### config.mk
export PLATFORM = sky130hd
export DESIGN_NAME = sr_tx_ctrl
export DESIGN_NICKNAME = d
export VERILOG_FILES = /design/src/rtl/sr_tx_ctrl.sv
export SDC_FILE = /design/constraint.sdc
export NUM_CORES = 1
export LEC_CHECK = 0
export BUFFER_PORTS_ARGS = -buffer_cell sky130_fd_sc_hd__buf_2
export CORE_MARGIN = 1
export CORE_UTILIZATION = 37
export DETAILED_ROUTE_END_ITERATION = 16
export PLACE_DENSITY = 0.56
export RECOVER_POWER = 100
export SETUP_SLACK_MARGIN = 0.5
export SYNTH_ARGS = -nofsm -noshare
export SYNTH_HDL_FRONTEND = slang
export SYNTH_SLANG_ARGS = --single-unit
### constraint.sdc
create_clock -name clk -period 4.3 [get_ports clk]
set_input_delay 1.29 -clock clk [delete_from_list [all_inputs] [get_ports clk]]
set_output_delay 1.29 -clock clk [all_outputs]
set_load 0.01 [all_outputs]
### src/rtl/sr_tx_ctrl.sv
// ---------------------------------------------------------------------------------------------
// sr_tx_ctrl
//
// Sequencer for an external WIDTH-bit load/shift register. The register shifts right with
// s_in entering at the MSB, and its LSB is the serial tap. The controller accepts parallel
// words on a valid/ready port, loads each word into the register, and then qualifies the
// register LSB as a serial bit stream, LSB first.
//
// Word timing, with accept edge A:
//   LOAD  in the cycle after A
//   SHIFT for NB cycles; bit k is on ser_out in SHIFT cycle k
//   GAP   for GAP_CYCLES cycles, then IDLE for at least one cycle
//
// Parameters
//   WIDTH       data bits per word; equals the shift register width
//   GAP_CYCLES  idle cycles between words (0..15); 0 means back-to-back
//   FILL        serial fill value on sr_s_in when no parity bit is being injected
//
// Build option
//   SR_TX_CTRL_PARITY_EN  when defined, an even-parity bit follows the data bits
//                         (NB = WIDTH + 1). When undefined, NB = WIDTH.
//
// Ports
//   clk        in   single clock, all logic on posedge
//   rst_n      in   synchronous active-low reset
//   in_valid   in   producer has a word
//   in_data    in   word to send
//   in_ready   out  controller can accept; transfer = in_valid & in_ready at posedge
//   sr_l_en    out  shift register load enable (1 = load p_in, 0 = shift)
//   sr_p_in    out  shift register parallel input
//   sr_s_in    out  shift register serial input (enters at MSB)
//   sr_q0      in   shift register LSB
//   ser_out    out  serial bit, equals sr_q0 while ser_valid
//   ser_valid  out  ser_out carries a data or parity bit this cycle
//   done       out  one-cycle pulse on the last serial bit of a word
// ---------------------------------------------------------------------------------------------

module sr_tx_ctrl #(
    parameter int unsigned WIDTH      = 4,
    parameter int unsigned GAP_CYCLES = 1,
    parameter logic        FILL       = 1'b0
) (
    input  logic             clk,
    input  logic             rst_n,
    input  logic             in_valid,
    input  logic [WIDTH-1:0] in_data,
    output logic             in_ready,
    output logic             sr_l_en,
    output logic [WIDTH-1:0] sr_p_in,
    output logic             sr_s_in,
    input  logic             sr_q0,
    output logic             ser_out,
    output logic             ser_valid,
    output logic             done
);

`ifdef SR_TX_CTRL_PARITY_EN
    localparam int unsigned NB = WIDTH + 1;
`else
    localparam int unsigned NB = WIDTH;
`endif

    localparam int unsigned CntW = $clog2(WIDTH + 2);
    localparam int unsigned GapW = 4;

    localparam logic [CntW-1:0] LastBit = CntW'(NB - 1);
    // When GAP_CYCLES is 0 the GAP state is never entered, so the wrapped value is harmless.
    localparam logic [GapW-1:0] GapLast = GapW'(GAP_CYCLES - 1);

    typedef enum logic [1:0] {
        StIdle,
        StLoad,
        StShift,
        StGap
    } state_e;

    state_e           state_q, state_d;
    logic [CntW-1:0]  bit_cnt_q, bit_cnt_d;
    logic [GapW-1:0]  gap_cnt_q, gap_cnt_d;
    logic [WIDTH-1:0] hold_q, hold_d;

    // -----------------------------------------------------------------------------------------
    // State register
    // -----------------------------------------------------------------------------------------
    always_ff @(posedge clk) begin
        if (!rst_n) begin
            state_q   <= StIdle;
            bit_cnt_q <= '0;
            gap_cnt_q <= '0;
            hold_q    <= '0;
        end else begin
            state_q   <= state_d;
            bit_cnt_q <= bit_cnt_d;
            gap_cnt_q <= gap_cnt_d;
            hold_q    <= hold_d;
        end
    end

    // -----------------------------------------------------------------------------------------
    // Next-state logic
    // -----------------------------------------------------------------------------------------
    always_comb begin
        state_d   = state_q;
        bit_cnt_d = bit_cnt_q;
        gap_cnt_d = gap_cnt_q;
        hold_d    = hold_q;

        unique case (state_q)
            StIdle: begin
                // in_ready is high throughout IDLE, so in_valid alone marks a transfer.
                if (in_valid) begin
                    hold_d  = in_data;
                    state_d = StLoad;
                end
            end

            StLoad: begin
                bit_cnt_d = '0;
                state_d   = StShift;
            end

            StShift: begin
                if (bit_cnt_q == LastBit) begin
                    // Counter parks on the last bit; LOAD clears it for the next word.
                    if (GAP_CYCLES > 0) begin
                        gap_cnt_d = '0;
                        state_d   = StGap;
                    end else begin
                        state_d = StIdle;
                    end
                end else begin
                    bit_cnt_d = bit_cnt_q + 1'b1;
                end
            end

            StGap: begin
                if (gap_cnt_q == GapLast) begin
                    state_d = StIdle;
                end else begin
                    gap_cnt_d = gap_cnt_q + 1'b1;
                end
            end

            default: begin
                state_d = StIdle;
            end
        endcase
    end

    // -----------------------------------------------------------------------------------------
    // Output decode
    // -----------------------------------------------------------------------------------------
    // All outputs are forced to their idle values while rst_n is low, so a reset cycle never
    // accepts a word, loads the register or qualifies a serial bit.
    always_comb begin
        in_ready  = 1'b0;
        sr_l_en   = 1'b0;
        sr_p_in   = '0;
        sr_s_in   = FILL;
        ser_out   = 1'b0;
        ser_valid = 1'b0;
        done      = 1'b0;

        if (rst_n) begin
            // Register only samples p_in during LOAD; driving hold everywhere keeps it static.
            sr_p_in = hold_q;

            unique case (state_q)
                StIdle: begin
                    in_ready = 1'b1;
                end

                StLoad: begin
                    sr_l_en = 1'b1;
                end

                StShift: begin
                    ser_valid = 1'b1;
                    ser_out   = sr_q0;
                    done      = (bit_cnt_q == LastBit);
`ifdef SR_TX_CTRL_PARITY_EN
                    // Parity enters the MSB at the end of SHIFT cycle 0 and therefore
                    // reaches the tap in SHIFT cycle WIDTH, right after the last data bit.
                    if (bit_cnt_q == '0) begin
                        sr_s_in = ^hold_q;
                    end
`endif
                end

                StGap: begin
                    // Outputs stay idle while the gap counter runs.
                end

                default: begin
                    in_ready = 1'b0;
                end
            endcase
        end
    end

endmodule
==> reports/metrics.yaml <==
run_status:
  status: "completed"
worst_setup_path:
  end_kind: "primary output"
  arrival_ns: 2.12
  critPathMaxStageDelay_ns: 0.43
  path_cells: "clkbuf_1 -> and3_1 -> clkbuf_1"
  cp_max_fo: 16
  required_ns: 3.01
  cp_slowest_cell: "clkbuf_1"
  criticalPathCategory: "input port to primary output"
  cp_common_cell: "clkbuf_1"
  cp-start-kind: "input port"
yosys:
  avgSynthCellArea_um2: 8.46
  netlist_instances: 93
  yosysSeqAreaShare_pct: 33.1
  syn_nets: 110
  yosysWarnings: 0
  ys_ff_latch: 13
  ys_types: 26
  synth_area_um2: 787
grt:
  antenna_found_initial: 0
  grt_use_total_pct: 15.3
  gr-total-overflow: 0
  grt_max_degree: 17
  grt_pass1_vias: 534
  grt_pass1_wl_um: 2420
power:
  peakVddDrop_mv: 0.168
  power_frac_clock_pct: 21.4
  power_leakage_nw: 0.366
  comb_power_share_pct: 36.3
  p_sw_share_pct: 36.2
  powerDensity_mw_per_mm2: 399
  switchingPower_mw: 0.130
  seqPwrFrac_pct: 42.3
  internal-power_mw: 0.228
clocking:
  clk_path_buf_depth: 2
  clk_pin_slew_worst_paths_ns: 0.09
  htreeDepth: 1
  cts_tree: "yes"
  cts-resized-gates: 0
  postCtsSetupBuffers: 0
  cts_made_buffers: 3
  clkLatencyLatePin_ns: 0.27
  clock-sinks: 13
  postCtsHoldBufs: 0
  cts-root-buf: "clkbuf_4"
place:
  place.port_buffers: 16
  dp_cells: 133
  hpwl_um: 1110
  place.gp.congestion: 0.658
worst_hold_path:
  hp-class: "flop to flop"
timing:
  fin_skew_ns: 0.00647
  min_period_ns: 3.41
  report.final.slew_viol_count: 0
  max_freq_mhz: 293
  period_share_pct: 79.4
  setup_viol: 0
  rsz0062_at_grt: "no"
  tns_ns: 0
  slew_headroom_pct: 61.5
  worst_slew_pin_slew_ns: 0.577
  hold_viol: 0
routing:
  first_iter_violations: 6
  vias: 692
  post_drt_wl_per_cell_um: 11.1
  avgViaCountPerCell: 5.05
  drt-pass1-iter-count: 4
  drtAntennaViolNets: 0
  drc_errors: 0
  wl_um: 1520
cells_and_area:
  diodes: 0
  area_growth_pct: 14.1
  final_common_cell: "dfxtp_1"
  nets: 128
  postLayoutCoreUtil_pct: 45.3
  instances_no_fill: 137
  drive_above_1_share_pct: 11.8
floorplanning:
  coreArea_mm2: 0.00198
  io_pins: 18
  die_area_mm2: 0.00232
  num_rows: 16
  die_x_um: 48.1
  start_util_pct: 39.7
  die_height_um: 48.1
job:
  maxCapViolCount: 0
[layout make-up]
class	instances	area, um^2
Multi-Input combinational cell	71	485
Inverter	6	22.5
Timing Repair Buffer	16	70.1
Sequential cell	13	260
Clock buffer	4	26.3
Tap cell	27	33.8
Fill cell	207	1080
[synth_stat cells, drive strengths merged]
master | n | area [um^2]
and2 | 7 | 43.8
inv | 5 | 18.8
clkbuf | 1 | 3.75
and4bb | 1 | 12.5
o311ai | 1 | 8.76
clkinv | 1 | 3.75
or3b | 1 | 8.76
a211oi | 2 | 15.0
nor2b | 3 | 18.8
a21oi | 9 | 45.0
and3 | 2 | 12.5
or4bb | 1 | 12.5
nand4 | 2 | 12.5
a2111oi | 1 | 8.76
a211o | 1 | 8.76
o21ai | 3 | 15.0
nand2b | 5 | 31.3
buf | 2 | 15.0
conb | 1 | 3.75
o32ai | 1 | 8.76
mux2i | 2 | 20.0
nand2 | 9 | 33.8
nand3 | 9 | 45.0
dfxtp | 13 | 260
ha | 9 | 113
nand3b | 1 | 7.51
[final timing paths]
path	from	to	slack (ns)	cells after the start
hold reg to reg	hold_q[1]$_SDFFE_PN0P_	hold_q[1]$_SDFFE_PN0P_	0.45	2
setup reg to reg	state_q[1]$_SDFFE_PN0P_	gap_cnt_q[2]$_SDFFE_PN0P_	2.54	4
hold / removal	hold_q[1]$_SDFFE_PN0P_	hold_q[1]$_SDFFE_PN0P_	0.45	2
setup / recovery	rst_n	ser_out	0.89	3
[stage by stage]
stage	setup slack, ns	hold slack (ns)	power, mW	area (um^2)
5_1_grt	0.768	0.481	0.390	898
3_3_place_gp	1.17	0.444	0.284	882
3_5_place_dp	1.16	0.443	0.287	882
6_report	0.886	0.452	0.358	898
4_1_cts	1.16	0.454	0.363	908
2_1_floorplan	1.32	0.432	0.252	787
[power groups by stage]
stage / clock [mW] / sequential (mW) / combinational [mW]
floorplan: 0 / 0.151 / 0.101
global placement: 0 / 0.154 / 0.131
detailed placement: 0 / 0.154 / 0.132
CTS: 0.0784 / 0.151 / 0.134
global route: 0.0867 / 0.155 / 0.148
finish: 0.0768 / 0.151 / 0.130
[layer usage]
layer  wire length [um]  global-route usage, %  up-vias
met3                 54                   2.22        2
met2                700                   23.8       15
met1                750                   20.9      316
met4                 12                   6.67        0
li1                   -                      -      359
met5                  0                      0        -
[critical path: cells and delay by family]
family                 cells  cell delay, ns
buffers and inverters      2            0.58
AND/OR/NAND/NOR            1            0.24
[logic make-up (layout without fill, tap and decap cells)]
kind of cell	count (synthesis)	count (layout)	synth area share, %
compound gates	18	18	14.0
buf+inv	9	26	5.25
simple gates	41	41	30.4
mux	2	2	2.54
flops	13	13	33.1
fa+ha+maj	9	9	14.3
other cells	1	1	0.476
[registers in the layout (all words and copies together) (netlist names)]
| name | count |
|---|---|
| state_q | 2 |
| gap_cnt_q | 4 |
| hold_q | 4 |
| bit_cnt_q | 3 |
(Power assumes the default switching activity.)
